--- config.mk ---
export PLATFORM = sky130hd
export DESIGN_NAME = led_fade_driver_flat
export DESIGN_NICKNAME = d
export VERILOG_FILES = /design/src/rtl/led_pkg.sv /design/src/rtl/led_fade_driver_if.sv /design/src/rtl/led_fade_channel.sv /design/src/rtl/led_fade_driver.sv /design/src/flat_wrapper.sv
export SDC_FILE = /design/constraint.sdc
export NUM_CORES = 1
export LEC_CHECK = 0
export CORE_MARGIN = 8
export CORE_UTILIZATION = 50
export DETAILED_ROUTE_END_ITERATION = 10
export PLACE_DENSITY_LB_ADDON = 0.3
export SLEW_MARGIN = 20
export SYNTH_ARGS = -nofsm -noshare
export SYNTH_HDL_FRONTEND = slang
export SYNTH_SLANG_ARGS = --single-unit
--- constraint.sdc ---
create_clock -name clk -period 2.3 [get_ports clk]
set_input_delay 0.345 -clock clk [delete_from_list [all_inputs] [get_ports clk]]
set_output_delay 0.345 -clock clk [all_outputs]
set_load 0.01 [all_outputs]
--- src/rtl/led_pkg.sv ---
// Shared constants and helpers for the LED fade driver.
// Defaults describe the board build: 4 LEDs on a 50 MHz clock.
package led_pkg;

  localparam int unsigned LED_CH          = 4;
  localparam int unsigned CLK_HZ          = 50_000_000;
  localparam int unsigned PWM_BITS_DEF    = 8;
  localparam int unsigned DECAY_TICKS_DEF = 196_078;
  localparam int unsigned DECAY_STEP_DEF  = 8;

  // Saturating subtract: never wraps below zero.
  function automatic int unsigned sat_sub(int unsigned a, int unsigned b);
    return (a > b) ? (a - b) : 32'd0;
  endfunction

endpackage

--- src/rtl/led_fade_driver_if.sv ---
// Pattern-in / LED-out signal group of the fade driver.
// The master drives enable and the raw pattern; the slave returns pins and sync.
interface led_fade_if
  import led_pkg::*;
#(
  parameter int unsigned CH = LED_CH
);

  logic          en;
  logic [CH-1:0] pat_in;
  logic [CH-1:0] led_out;
  logic          pwm_sync;

  modport master (output en, output pat_in, input led_out, input pwm_sync);
  modport slave  (input en, input pat_in, output led_out, output pwm_sync);

endinterface

--- src/rtl/led_fade_channel.sv ---
// One LED channel: brightness level with stepwise decay, period-aligned duty
// and the PWM compare that produces the raw (active-high) drive.
module led_fade_channel
  import led_pkg::*;
#(
  parameter int unsigned PWM_BITS   = PWM_BITS_DEF,
  parameter int unsigned DECAY_STEP = DECAY_STEP_DEF
) (
  input  logic                clk,
  input  logic                rst_n,
  input  logic                en_i,
  input  logic                bit_i,
  input  logic                tick_i,
  input  logic                wrap_i,
  input  logic [PWM_BITS-1:0] pwm_cnt_i,
  output logic                led_raw_o
);

  localparam logic [PWM_BITS-1:0] MaxL = {PWM_BITS{1'b1}};

  logic [PWM_BITS-1:0] level_q, level_d;
  logic [PWM_BITS-1:0] duty_q, duty_d;
  logic                led_q, led_d;

  always_comb begin
    level_d = level_q;
    if (!en_i) begin
      level_d = '0;
    end else if (bit_i) begin
      level_d = MaxL;
    end else if (tick_i) begin
      level_d = PWM_BITS'(sat_sub(32'(level_q), DECAY_STEP));
    end
  end

  // Duty only changes at the period boundary so a period never sees two levels.
  always_comb begin
    duty_d = wrap_i ? level_q : duty_q;
    led_d  = en_i && (pwm_cnt_i < duty_q);
  end

  always_ff @(posedge clk or negedge rst_n) begin
    if (!rst_n) begin
      level_q <= '0;
      duty_q  <= '0;
      led_q   <= 1'b0;
    end else begin
      level_q <= level_d;
      duty_q  <= duty_d;
      led_q   <= led_d;
    end
  end

  assign led_raw_o = led_q;

endmodule

--- src/rtl/led_fade_driver.sv ---
// PWM fade driver behind the LED chaser: lit bits drive full brightness,
// dropped bits fade out in DECAY_STEP decrements every DECAY_TICKS clocks.
module led_fade_driver
  import led_pkg::*;
#(
  parameter int unsigned CH          = LED_CH,
  parameter int unsigned PWM_BITS    = PWM_BITS_DEF,
  parameter int unsigned DECAY_TICKS = DECAY_TICKS_DEF,
  parameter int unsigned DECAY_STEP  = DECAY_STEP_DEF,
  parameter bit          ACTIVE_LOW  = 1'b0
) (
  input logic       clk,
  input logic       rst_n,
  led_fade_if.slave bus
);

  localparam int unsigned         DcW      = (DECAY_TICKS > 1) ? $clog2(DECAY_TICKS) : 1;
  localparam logic [DcW-1:0]      TickLast = DcW'(DECAY_TICKS - 1);
  // Period is MAXL = 2**PWM_BITS-1 clocks, so the counter's last value is MAXL-1.
  localparam logic [PWM_BITS-1:0] CntLast  = PWM_BITS'((2 ** PWM_BITS) - 2);

  logic [PWM_BITS-1:0] pwm_cnt_q, pwm_cnt_d;
  logic [DcW-1:0]      decay_cnt_q, decay_cnt_d;
  logic [CH-1:0]       pat_q;
  logic                pwm_sync_q, pwm_sync_d;
  logic                wrap, tick;
  logic [CH-1:0]       led_raw;

  always_comb begin
    wrap        = (pwm_cnt_q == CntLast);
    tick        = (decay_cnt_q == TickLast);
    pwm_cnt_d   = wrap ? '0 : pwm_cnt_q + 1'b1;
    decay_cnt_d = tick ? '0 : decay_cnt_q + 1'b1;
    pwm_sync_d  = (pwm_cnt_q == '0);
  end

  always_ff @(posedge clk or negedge rst_n) begin
    if (!rst_n) begin
      pwm_cnt_q   <= '0;
      decay_cnt_q <= '0;
      pat_q       <= '0;
      pwm_sync_q  <= 1'b0;
    end else begin
      pwm_cnt_q   <= pwm_cnt_d;
      decay_cnt_q <= decay_cnt_d;
      pat_q       <= bus.pat_in;
      pwm_sync_q  <= pwm_sync_d;
    end
  end

  for (genvar i = 0; i < CH; i++) begin : g_ch
    led_fade_channel #(
      .PWM_BITS  (PWM_BITS),
      .DECAY_STEP(DECAY_STEP)
    ) u_ch (
      .clk      (clk),
      .rst_n    (rst_n),
      .en_i     (bus.en),
      .bit_i    (pat_q[i]),
      .tick_i   (tick),
      .wrap_i   (wrap),
      .pwm_cnt_i(pwm_cnt_q),
      .led_raw_o(led_raw[i])
    );
  end

  assign bus.led_out  = led_raw ^ {CH{ACTIVE_LOW}};
  assign bus.pwm_sync = pwm_sync_q;

endmodule
--- src/flat_wrapper.sv ---
// flat-port wrapper written by rule: the top's interface ports become plain ports
module led_fade_driver_flat import led_pkg::*;
#(
  parameter int unsigned CH          = LED_CH,
  parameter int unsigned PWM_BITS    = PWM_BITS_DEF,
  parameter int unsigned DECAY_TICKS = DECAY_TICKS_DEF,
  parameter int unsigned DECAY_STEP  = DECAY_STEP_DEF,
  parameter bit          ACTIVE_LOW  = 1'b0
)
  (clk, rst_n, bus_en, bus_pat_in, bus_led_out, bus_pwm_sync);
  led_fade_if #(.CH(CH)) bus_i ();
  input logic clk;
  input logic rst_n;
  input wire logic [$bits(bus_i.en)-1:0] bus_en;
  input wire logic [$bits(bus_i.pat_in)-1:0] bus_pat_in;
  output wire logic [$bits(bus_i.led_out)-1:0] bus_led_out;
  output wire logic [$bits(bus_i.pwm_sync)-1:0] bus_pwm_sync;
  assign bus_i.en = bus_en;
  assign bus_i.pat_in = bus_pat_in;
  assign bus_led_out = bus_i.led_out;
  assign bus_pwm_sync = bus_i.pwm_sync;
  led_fade_driver #(.CH(CH), .PWM_BITS(PWM_BITS), .DECAY_TICKS(DECAY_TICKS), .DECAY_STEP(DECAY_STEP), .ACTIVE_LOW(ACTIVE_LOW)) u_core (.clk(clk), .rst_n(rst_n), .bus(bus_i));
endmodule
==> results.yml <==
run_status:
  status: "finished clean"
cells_and_area:
  area_growth_pct: 11.9
  drive_gt1_share_pct: 6.98
  nets: 512
  diodes: 0
clocking:
  cts_root_buffer: "clkbuf_8"
  clk_path_buf_depth: 2
  path_clk_slew_ns: 0.09
  cts_tree: "done"
  cts_buffers: 9
  h-tree-depth: 3
  clock_sinks: 83
  insertion_delay_ns: 0.35
setup_path:
  start_kind: "flip-flop"
  worst-path-max-fanout: 15
  crit_type: "flip-flop to flip-flop"
  arrival_ns: 2.08
  critPathSlowestCell: "dfrtp_1"
  critPathCaptureType: "flip-flop"
  critPathRequiredTime_ns: 2.53
  slowest_delay_ns: 0.44
  cp_cell_sequence: "or3_1 > nor3_4 > nand2_2 > o21a_1 > o31a_1"
placement:
  routabilityCongestion: 0.811
  portBuffers: 11
  hpwl_mm: 5.79
pwr:
  pwr-share-clk_pct: 42.8
  total_power_mw: 2.93
  p_switching_uw: 649
  power_frac_seq_pct: 52.2
  sw_frac_of_total_pct: 22.1
  ir_drop_uv: 384
  p_comb_share_pct: 5.0
  p_int_mw: 2.28
  total_leakage_power_nw: 2.22
  power_per_cell_area_mw_per_mm2: 598
timing:
  fin_tns_setup_ns: 0
  worstMarginPinSlew_ns: 0.835
  period_needed_ns: 1.85
  skew_ns: 0.00843
  slew_headroom_pct: 43.8
  period_share_pct: 80.4
  rsz0062_at_grt: "no"
  hold_viol: 0
  whs_ns: 0.425
  setup_violations: 0
  clock.fmax_mhz: 541
  slew_viol_final: 0
floorplan:
  core-area_mm2: 0.00859
  rows: 34
  die_h_um: 110
  die_w_um: 110
  pin_count: 12
  initial_core_util_pct: 51.0
  die-area_mm2: 0.0120
grt:
  antenna_found_initial: 0
  grt_pass1_wl_mm: 14.9
  grt_use_total_pct: 15.6
  grt_pass1_vias: 3282
  grt-ovfl-total: 0
  grt_max_degree: 54
synthesis:
  synth_mux_area_share_pct: 1.83
  ys_seq_area_share_pct: 47.4
  synth_top_family_by_area: "simple AND/OR/NAND/NOR gates"
  synthSimpleGateAreaFrac_pct: 17.2
  synth_nets: 494
  synth_edf_count: 0
  synth_fa_ha_area_share_pct: 10.6
  ys_seq_elements: 83
  syn-mean-instance-area_um2: 9.75
  synth_cell_type_count: 43
  ys.flop_type: "dfrtp_1"
  yosys_warnings: 0
  synth_compound_area_share_pct: 13.8
  synth_cells: 450
  synth_xor_xnor_area_share_pct: 3.59
  async_reset_ff_share_pct: 100
  syn_area_mm2: 0.00439
detailed_routing:
  detail-route-antenna-nets: 0
  detail_route.first_pass.iterations: 5
  vias: 3221
  wl_per_cell_um: 14.4
  viasPerCell: 5.54
  drt_iter0_drc: 179
  drt-total-wl_mm: 8.38
  drcViolationCount: 0
run:
  maxCapViolations: 0
hold_path:
  hold_path.class: "input port to flip-flop"
[metal layers]
metal / vias up / wire, µm / track usage [%]
met5: - / 0 / 0
met4: 0 / 85 / 4.73
met3: 8 / 294 / 3.58
met2: 38 / 3880 / 25.6
met1: 1572 / 4130 / 20.0
li1: 1603 / - / -
[cell type report]
| cell class | count | area, µm² |
|---|---|---|
| timing repair buffer | 23 | 225 |
| clock inverter | 3 | 67.6 |
| clock buffer | 13 | 179 |
| multi-input combinational | 309 | 2060 |
| sequential | 83 | 2080 |
| inverter | 42 | 158 |
| tap | 108 | 135 |
| fill | 752 | 3690 |
[cells in the mapped netlist, types with 9 or more instances]
library cell / count / share of area [%]
a21boi_0: 11 / 1.9
nand3_1: 16 / 1.8
xor2_1: 11 / 2.2
ha_1: 37 / 11
nor3_1: 9 / 1.0
nor2_1: 49 / 4.2
a21oi_1: 11 / 1.3
nand4_1: 10 / 1.4
o21ai_0: 34 / 3.9
o31a_1: 10 / 2.0
nand2_1: 34 / 2.9
dfrtp_1: 83 / 47
inv_1: 42 / 3.6
[critical path: cells and delay by family (launching register included)]
kind,cells,cell delay [ns]
compound gates,2,0.50
flops,1,0.44
simple gates,3,0.80
[cell families after synthesis]
family | after synthesis
fa+ha+maj | 37
buf+inv | 58
simple gates | 153
compound gates | 93
xor+xnor | 18
mux | 8
flops | 83
[placed cells by master (no fill, tap or decap), types with 4 or more instances in the layout]
master	count
nor3_1	9
clkbuf_8	13
a21o_1	5
dfrtp_1	83
nor2_1	48
o31a_1	10
nor4_1	7
a21oi_1	11
or3_1	4
mux2i_1	8
clkdlybuf4s50_1	10
xnor2_1	7
xor2_1	11
nand2_1	34
nand4_1	10
a21boi_0	11
o21ai_0	34
a31oi_1	7
buf_4	10
ha_1	37
nor2b_1	7
nand3_1	16
and3_1	5
inv_1	42
[power by group through the flow]
stage,Clock [mW],Combinational [mW],Sequential (mW)
global route,1.34,0.171,1.54
global placement,0,0.144,1.56
finish,1.25,0.147,1.53
floorplan,0,0.0839,1.55
detailed placement,0,0.148,1.56
CTS,1.28,0.150,1.53
[flip-flops by register name, summed over array words and instances (netlist names)]
register / flops
u_core.g_ch.u_ch.duty_q: 24
u_core.bus.pwm_sync: 1
u_core.pwm_cnt_q: 8
u_core.pat_q: 4
u_core.decay_cnt_q: 18
u_core.g_ch.u_ch.level_q: 24
u_core.g_ch.u_ch.led_raw_o: 4
[path summary, 6_finish.rpt]
| check | startpoint | endpoint | slack (ns) | cells past startpoint |
|---|---|---|---|---|
| max | u_core.decay_cnt_q[9] | u_core.g_ch[0].u_ch.level_q[6] | 0.45 | 5 |
| min | bus_pat_in[2] | u_core.pat_q[2] | 0.42 | 1 |
| max reg2reg | u_core.decay_cnt_q[9] | u_core.g_ch[0].u_ch.level_q[6] | 0.45 | 5 |
| min reg2reg | u_core.pwm_cnt_q[0] | u_core.pwm_cnt_q[0] | 0.52 | 1 |
| max in group asynchronous | rst_n | u_core.g_ch[0].u_ch.level_q[1] | 1.17 | 3 |
| min in group asynchronous | rst_n | u_core.g_ch[2].u_ch.duty_q[4] | 0.50 | 2 |
[metrics by stage]
| step | util, % | cell area (µm²) | setup slack, ns | std cells |
|---|---|---|---|---|
| global route | 57.1 | 4910 | 0.338 | 581 |
| CTS | 57.1 | 4910 | 0.453 | 581 |
| floorplan | - | 4390 | 0.405 | 450 |
| finish | 57.1 | 4910 | 0.450 | 581 |
| detailed placement | 54.1 | 4650 | 0.473 | 564 |
| global placement | 54.1 | 4650 | 0.504 | 564 |
[timing repair]
item / CTS / global route
hold buffers: 1 / 0
setup buffers: 0 / 0
endpoints found under the setup margin: 0 / 0
hold endpoints to repair: 36 / 0
resized for setup: 0 / 0
(Power assumes the default switching activity.)
